File: config.mk
export PLATFORM = sky130hd
export DESIGN_NAME = uart_rx
export DESIGN_NICKNAME = d
export VERILOG_FILES = /design/src/rtl/uart_pkg.sv /design/src/rtl/uart_sync2.sv /design/src/rtl/uart_rx.sv
export SDC_FILE = /design/constraint.sdc
export NUM_CORES = 1
export LEC_CHECK = 0
export ABC_AREA = 0
export CAP_MARGIN = 10
export CORE_ASPECT_RATIO = 2
export CORE_MARGIN = 3
export CORE_UTILIZATION = 50
export CTS_BUF_LIST = sky130_fd_sc_hd__clkbuf_8
export DETAILED_ROUTE_END_ITERATION = 10
export PLACE_DENSITY_LB_ADDON = 0.25
export SYNTH_ARGS = -nofsm -noshare
export SYNTH_HDL_FRONTEND = slang
export SYNTH_SLANG_ARGS = --single-unit
File: constraint.sdc
create_clock -name clk -period 2.1 [get_ports clk]
set_input_delay 0.42 -clock clk [delete_from_list [all_inputs] [get_ports clk]]
set_output_delay 0.42 -clock clk [all_outputs]
set_load 0.03 [all_outputs]
File: src/rtl/uart_pkg.sv
// Shared UART definitions: receiver FSM state encoding and default frame
// parameters, common to the transmitter and receiver.
package uart_pkg;

    localparam int UART_CLKS_PER_BIT = 16;
    localparam int UART_DATA_BITS    = 8;

    typedef enum logic [2:0] {
        ST_IDLE  = 3'd0,
        ST_START = 3'd1,
        ST_DATA  = 3'd2,
        ST_STOP  = 3'd3,
        ST_BREAK = 3'd4
    } uart_state_t;

endpackage

File: src/rtl/uart_sync2.sv
// Two-flop synchroniser for a single asynchronous input; both flops reset to
// RST_VAL so the synchronised output starts at a known line level.
module uart_sync2 #(
    parameter logic RST_VAL = 1'b1
) (
    input  logic clk,
    input  logic reset,
    input  logic d,
    output logic q
);

    logic meta;

    // NOTE: non-blocking assignments make both flops sample together, giving a
    // true two-stage shift; blocking here would collapse it into one flop.
    always_ff @(posedge clk or posedge reset) begin
        if (reset) begin
            meta <= RST_VAL;
            q    <= RST_VAL;
        end else begin
            meta <= d;
            q    <= meta;
        end
    end

endmodule

File: src/rtl/uart_rx.sv
// 8N1 UART receiver: synchronises Rx, samples start/data/stop at mid-bit and
// presents each byte on a valid/ready handshake with framing/overrun pulses.
module uart_rx
    import uart_pkg::*;
#(
    parameter int CLKS_PER_BIT = UART_CLKS_PER_BIT,
    parameter int DATA_BITS    = UART_DATA_BITS
) (
    input  logic                 clk,
    input  logic                 reset,
    input  logic                 Rx,
    output logic [DATA_BITS-1:0] rx_data,
    output logic                 rx_valid,
    input  logic                 rx_ready,
    output logic                 frame_err,
    output logic                 overrun,
    output logic                 busy
);

    localparam int CNT_W  = $clog2(CLKS_PER_BIT);
    localparam int BIDX_W = $clog2(DATA_BITS);

    localparam logic [CNT_W-1:0]  HALF_LAST = CNT_W'(CLKS_PER_BIT / 2 - 1);
    localparam logic [CNT_W-1:0]  BIT_LAST  = CNT_W'(CLKS_PER_BIT - 1);
    localparam logic [BIDX_W-1:0] IDX_LAST  = BIDX_W'(DATA_BITS - 1);

    uart_state_t          state;
    uart_state_t          next_state;
    logic                 rx_s;
    logic [CNT_W-1:0]     cnt;
    logic [BIDX_W-1:0]    bidx;
    logic [DATA_BITS-1:0] shreg;

    logic half_hit;
    logic bit_hit;
    logic cnt_clr;
    logic shift_en;
    logic stop_ok;
    logic stop_bad;
    logic byte_done;

    uart_sync2 #(
        .RST_VAL(1'b1)
    ) u_sync (
        .clk  (clk),
        .reset(reset),
        .d    (Rx),
        .q    (rx_s)
    );

    assign half_hit = (cnt == HALF_LAST);
    assign bit_hit  = (cnt == BIT_LAST);

    // State register
    always_ff @(posedge clk or posedge reset) begin
        if (reset) begin
            state <= ST_IDLE;
        end else begin
            state <= next_state;
        end
    end

    // Next-state logic
    always_comb begin
        next_state = state;
        unique case (state)
            ST_IDLE:  if (!rx_s) next_state = ST_START;
            ST_START: if (half_hit) next_state = rx_s ? ST_IDLE : ST_DATA;
            ST_DATA:  if (bit_hit && (bidx == IDX_LAST)) next_state = ST_STOP;
            ST_STOP:  if (bit_hit) next_state = rx_s ? ST_IDLE : ST_BREAK;
            ST_BREAK: if (rx_s) next_state = ST_IDLE;
            default:  next_state = ST_IDLE;
        endcase
    end

    // Per-state strobes for the datapath and the busy flag
    always_comb begin
        // NOTE: every output gets a default before the case so no path can
        // leave one unassigned and infer a latch.
        cnt_clr  = 1'b1;
        shift_en = 1'b0;
        stop_ok  = 1'b0;
        stop_bad = 1'b0;
        busy     = (state != ST_IDLE);
        unique case (state)
            ST_START: cnt_clr = half_hit;
            ST_DATA: begin
                cnt_clr  = bit_hit;
                shift_en = bit_hit;
            end
            ST_STOP: begin
                cnt_clr  = bit_hit;
                stop_ok  = bit_hit && rx_s;
                stop_bad = bit_hit && !rx_s;
            end
            default: ;
        endcase
    end

    // Bit timing counter, bit index and LSB-first shift register
    always_ff @(posedge clk or posedge reset) begin
        if (reset) begin
            cnt   <= '0;
            bidx  <= '0;
            shreg <= '0;
        end else begin
            cnt <= cnt_clr ? '0 : cnt + CNT_W'(1);
            if (state != ST_DATA) begin
                bidx <= '0;
            end else if (shift_en) begin
                bidx <= bidx + BIDX_W'(1);
            end
            if (shift_en) begin
                shreg <= {rx_s, shreg[DATA_BITS-1:1]};
            end
        end
    end

    // Output register: a completed byte is delivered one cycle after the stop
    // sample; the shift register is quiet in IDLE so it still holds the byte.
    always_ff @(posedge clk or posedge reset) begin
        if (reset) begin
            byte_done <= 1'b0;
            frame_err <= 1'b0;
            overrun   <= 1'b0;
            rx_valid  <= 1'b0;
            rx_data   <= '0;
        end else begin
            byte_done <= stop_ok;
            frame_err <= stop_bad;
            overrun   <= byte_done && rx_valid && !rx_ready;
            if (byte_done) begin
                rx_valid <= 1'b1;
                if (!rx_valid || rx_ready) begin
                    rx_data <= shreg;
                end
            end else if (rx_valid && rx_ready) begin
                rx_valid <= 1'b0;
            end
        end
    end

endmodule

Word-level counts from Yosys, hierarchy flattened. Cells that the tools add are included.

Add/sub/neg operators: 2. Equality and inequality tests: 13. Multiplexer cells: 17. Reduce and logical (&&, ||, !) cells: 17.

Operator list (number): 3-bit two-way mux (8); 3-bit case mux with 5 select lines (1); 2-bit inequality test (second input constant) (4); 3-bit by 2-bit equality test with 1-bit output (second input constant) (2); 3-bit equality test (second input constant) (2); 1-bit logical AND (6); 1-bit two-way mux (5); 5-bit AND reduction (1); 4-bit by 1-bit adder with 4-bit output (second input constant) (1); 4-bit by 3-bit equality test with 1-bit output (second input constant) (1); 4-bit equality test (second input constant) (1); 4-bit two-way mux (1); 2-bit nonzero test (2); 3-bit by 1-bit adder with 3-bit output (second input constant) (1); 3-bit by 1-bit equality test with 1-bit output (second input constant) (1); 1-bit logical NOT (3); 3-bit logical NOT (1); 3-bit by 2-bit inequality test with 1-bit output (second input constant) (1); 3-bit nonzero test (1); 2-bit two-way mux (1); 2-bit by 1-bit inequality test with 1-bit output (second input constant) (1); 1-bit case mux with 2 select lines (1); 2-bit AND reduction (1); 2-bit OR reduction (1); 1-bit logical OR (1).

Register bits: 32. Input bits: 4. Output and inout bits: 12. Word-level logic and storage cells: 60.

Logic depth before layout (Yosys ltp).
Word-level depth: 4. Depth in mapped cells: 5. Mapped depth without buffers: 5.

Hierarchy. A second synthesis with hierarchy kept.

Cells, all modules: 105. Area total of the unflattened synthesis: 1350.0 µm².

By module, submodules not included: uart_rx (times used 1, cells an instance 102, area each 1293.7 µm², sequential area each 750.7 µm²); uart_sync2 (times used 1, cells an instance 3, area each 56.3 µm², sequential area each 52.6 µm²).

Worst setup path before layout. OpenSTA, ideal clock, no wires.

Path type: register to register. From: register state[0]. To: register shreg[0]. Setup time: 0.125 ns. Data arrival time: 1.518 ns. Required time: 1.975 ns. Setup slack: 0.457 ns. Stages on the path, launching flop included: 6. Buffers on the path: 2. Period minus slack after synthesis: 1.643 ns. Path through: dfrtp_1 buf_4 or3b_4 or2_1 buf_6 mux2_4.

Word-level cells in the longest chain between the ends: 2.

Ends and longest elaborated chain: start: declaration (line uart_rx.sv:27) `uart_state_t state;`; start signal: assignment (line uart_rx.sv:59) `state <= next_state;`; 3-bit by 2-bit equality test with 1-bit output (line uart_rx.sv:85) `unique case (state)`; 1-bit two-way mux (line uart_rx.sv:85); end signal: assignment (line uart_rx.sv:114) `shreg <= {rx_s, shreg[DATA_BITS-1:1]};`; end: declaration (line uart_rx.sv:32) `logic [DATA_BITS-1:0] shreg;`.

Every way passes these cells. A chain may end at the register's enable or synchronous reset.

Final worst setup path.
From: register state[1]. To: output port busy.

Word-level cells in the longest chain between the ends: 1.

Ends and longest elaborated chain: 3-bit nonzero test (line uart_rx.sv:84) `busy = (state != ST_IDLE);`; end: declaration (line uart_rx.sv:17) `output logic busy`.

Every way passes these cells.

==> impl_metrics.py <==
metrics = {
    "outcome": {
        "outcome": "complete, no violations",
    },
    "job": {
        "drv_cap": 0,
    },
    "detailed_routing": {
        "drt-initial-drc-count": 13,
        "ant_nets": 0,
        "routed_wl_um": 2200,
        "first_pass_iters": 2,
        "wire_per_inst_um": 14.6,
        "via_count": 810,
        "drt_drc_violations_left": 0,
        "vias_per_cell": 5.36,
    },
    "global_route": {
        "grt_antenna_before_repair": 0,
        "grt_max_degree": 33,
        "grt_pass1_wl_um": 4080,
        "grt_overflow": 0,
        "grt_pass1_vias": 912,
        "grtUsageTotal_pct": 16.5,
    },
    "power": {
        "power.leakage_nw": 0.780,
        "power_frac_clock_pct": 34.5,
        "p_per_area_nw_per_um2": 999,
        "p_seq_share_pct": 48.2,
        "p_switching_w": 0.000443,
        "switching_share_pct": 27.6,
        "p_int_w": 0.00116,
        "combPwrFrac_pct": 17.3,
        "vdd_ir_drop_max_mv": 0.827,
    },
    "floorplan": {
        "die_y_um": 79.4,
        "initial_utilization_pct": 52.4,
        "coreArea_um2": 2570,
        "dieArea_um2": 3390,
        "die_x_um": 42.7,
        "placementRows": 26,
        "ios": 16,
    },
    "critical_path": {
        "cp_max_fo": 9,
        "r2r-end": "shreg[1]",
        "path_buf_inv": 1,
        "cp.required_ps": 1680,
        "start_kind": "flip-flop",
        "slowest_delay_ps": 460,
        "r2r_cells": 4,
        "regToRegStartpoint": "cnt[0]",
        "path_class": "flip-flop to output port",
        "slowest_stage": "dfrtp_1",
        "crit_family": "flip-flops",
        "crit_arrival_ps": 1480,
        "worstPathCellList": "or3_1 > dlygate4sd2_1",
        "reg2reg_slack_ps": 280,
        "cp-end-kind": "output port",
    },
    "worst_hold_path": {
        "worstHoldStart": "u_sync.meta",
        "min_path_type": "flip-flop to flip-flop",
        "hold_end": "u_sync.q",
        "hold_path_depth": 0,
    },
    "sta": {
        "setup_ws_ps": 199,
        "tns_ps": 0,
        "relSlewSlack_pct": 68.7,
        "fin_crit_sh_pct": 90.5,
        "final_max_slew_viol_count": 0,
        "setup_viol_count_final": 0,
        "hold_viol": 0,
        "fin_crit_ps": 1900,
        "rsz0062_at_grt": "false",
        "fin_worst_skew_ps": 5.35,
        "worst_pin_slew_ps": 470,
        "clock.fmax_ghz": 0.526,
    },
    "clock_network": {
        "cts-root-buf": "clkbuf_8",
        "cts.htree.levels": 2,
        "cts.path.max_buffers": 2,
        "worstSkewPairLatency_ps": 270,
        "cts_tree": "built",
        "clkSinkCount": 32,
        "clkTransAtPathRegs_ps": 60,
        "post_cts_buffers": 0,
        "numCtsBuffers": 5,
    },
    "cells_and_area": {
        "drive_gt1_share_pct": 21.1,
        "num-nets-final": 129,
        "antennaDiodeCount": 0,
        "area_delta_synth_final_pct": 19.4,
    },
    "place": {
        "port_buffers": 15,
        "hpwl_um": 1580,
        "gp_congestion": 0.731,
        "place_ws_ps": 254,
    },
    "synth": {
        "yosysUniqueCellTypes": 29,
        "synth-seq-cells": 32,
        "synth_fp_nets": 111,
        "syn_inst": 104,
        "synth_top_area_share_pct": 55.8,
        "syn_avg_cell_area_um2": 12.9,
        "yosysSeqAreaShare_pct": 59.7,
        "synth_area_leaders": "dfrtp_1 (56%), mux2_4 (7.8%), mux2_2 (6.7%)",
        "syn_area_um2": 1350,
        "ys.warnings.count": 0,
        "synth_top_area_cell": "dfrtp_1",
    },
}
-- layout make-up --
| type | instances | area, um2 |
|---|---|---|
| clock buffers | 5 | 68.8 |
| clock inverters | 3 | 38.8 |
| fillers | 221 | 962 |
| inverters | 5 | 18.8 |
| multi-input cells | 62 | 487 |
| flip-flops and latches | 32 | 803 |
| well taps | 28 | 35.0 |
| repair buffers | 16 | 156 |
-- how the worst max path moves through the flow --
stage | from | endpoint | slack (ps) | cells after the start
final | state[1] | busy | 200 | 2
after CTS | state[1] | busy | 190 | 2
after floorplan | state[0] | shreg[0] | 460 | 5
after global routing | state[1] | busy | 140 | 2
after detailed placement | state[1] | busy | 250 | 2
after global placement | state[1] | busy | 270 | 2
-- state kept, by name, summed over array words and instances, names as in the netlist --
| register | flops |
|---|---|
| bidx | 3 |
| byte_done | 1 |
| cnt | 4 |
| frame_err | 1 |
| overrun | 1 |
| rx_data | 8 |
| rx_valid | 1 |
| shreg | 8 |
| state | 3 |
| u_sync.meta | 1 |
| u_sync.q | 1 |
-- cell usage in the layout (no fill, tap or decap), types with 2 or more instances in the layout --
cell type and n:
clkdlybuf4s50_1 14, nand2b_1 2, inv_1 6, o21ai_0 3
clkbuf_8 5, xnor2_1 3, nor2b_1 2, dfstp_2 2
mux2_4 7, nand2_1 8, nor2_1 9, mux2_2 8
nand3_1 2, ha_1 3, dfrtp_1 30, a21oi_1 3
-- per-stage QoR --
stage	utilization, %	total power, W	cell area [um2]	hold WS, ps	std cells
after CTS	62.6	0.00163	1610	362	151
after global routing	62.6	0.00173	1610	369	151
final	62.6	0.00161	1610	359	151
after detailed placement	58.4	0.00107	1500	353	143
after global placement	58.4	0.00105	1500	347	143
after floorplan	-	0.00102	1350	345	104
-- synth_stat cells --
cell type	count
a2111o_1	1
a211oi_1	1
a21oi_1	3
a311o_1	1
a31oi_1	1
a41oi_1	1
and3_1	1
buf_4	1
buf_6	2
clkbuf_1	2
dfrtp_1	30
dfstp_2	2
ha_1	3
inv_1	5
mux2_2	8
mux2_4	7
nand2_1	8
nand2b_1	2
nand3_1	2
nand4b_1	1
nor2_1	9
nor2b_1	2
o211ai_1	1
o21ai_0	3
or2_1	1
or3_1	1
or3b_4	1
xnor2_1	3
xor2_1	1
-- routing by layer --
layer | routed length [um] | vias up | global-route usage [%]
met5 | 0 | - | 0
met4 | 55 | 0 | 9.35
met3 | 54 | 6 | 4.74
met2 | 1240 | 11 | 28.6
met1 | 843 | 405 | 17.2
li1 | - | 388 | -
-- what timing repair did --
item	in CTS	in global routing
hold buffers	0	0
setup endpoints to repair	1	0
resized for setup	1	0
-- power groups by stage --
stage,logic [W],clock network (W),registers (W)
after floorplan,0.000291,0,0.000730
after global placement,0.000272,0,0.000778
after detailed placement,0.000282,0,0.000783
after CTS,0.000283,0.000573,0.000773
after global routing,0.000332,0.000610,0.000786
final,0.000277,0.000555,0.000774
-- kinds of logic (layout without fill, tap and decap cells) --
logic type / count (synthesis) / in the layout / share of synthesized area [%]
DFF: 32 / 32 / 59.7
and+or+nand+nor: 28 / 28 / 10.2
muxes: 15 / 15 / 14.5
AOI/OAI and AO/OA: 12 / 12 / 6.04
buffers and inverters: 10 / 29 / 4.18
xor gates and xnor gates: 4 / 4 / 2.60
adders and majority gates: 3 / 3 / 2.79
No activity file was read; power rests on OpenSTA's default activity.
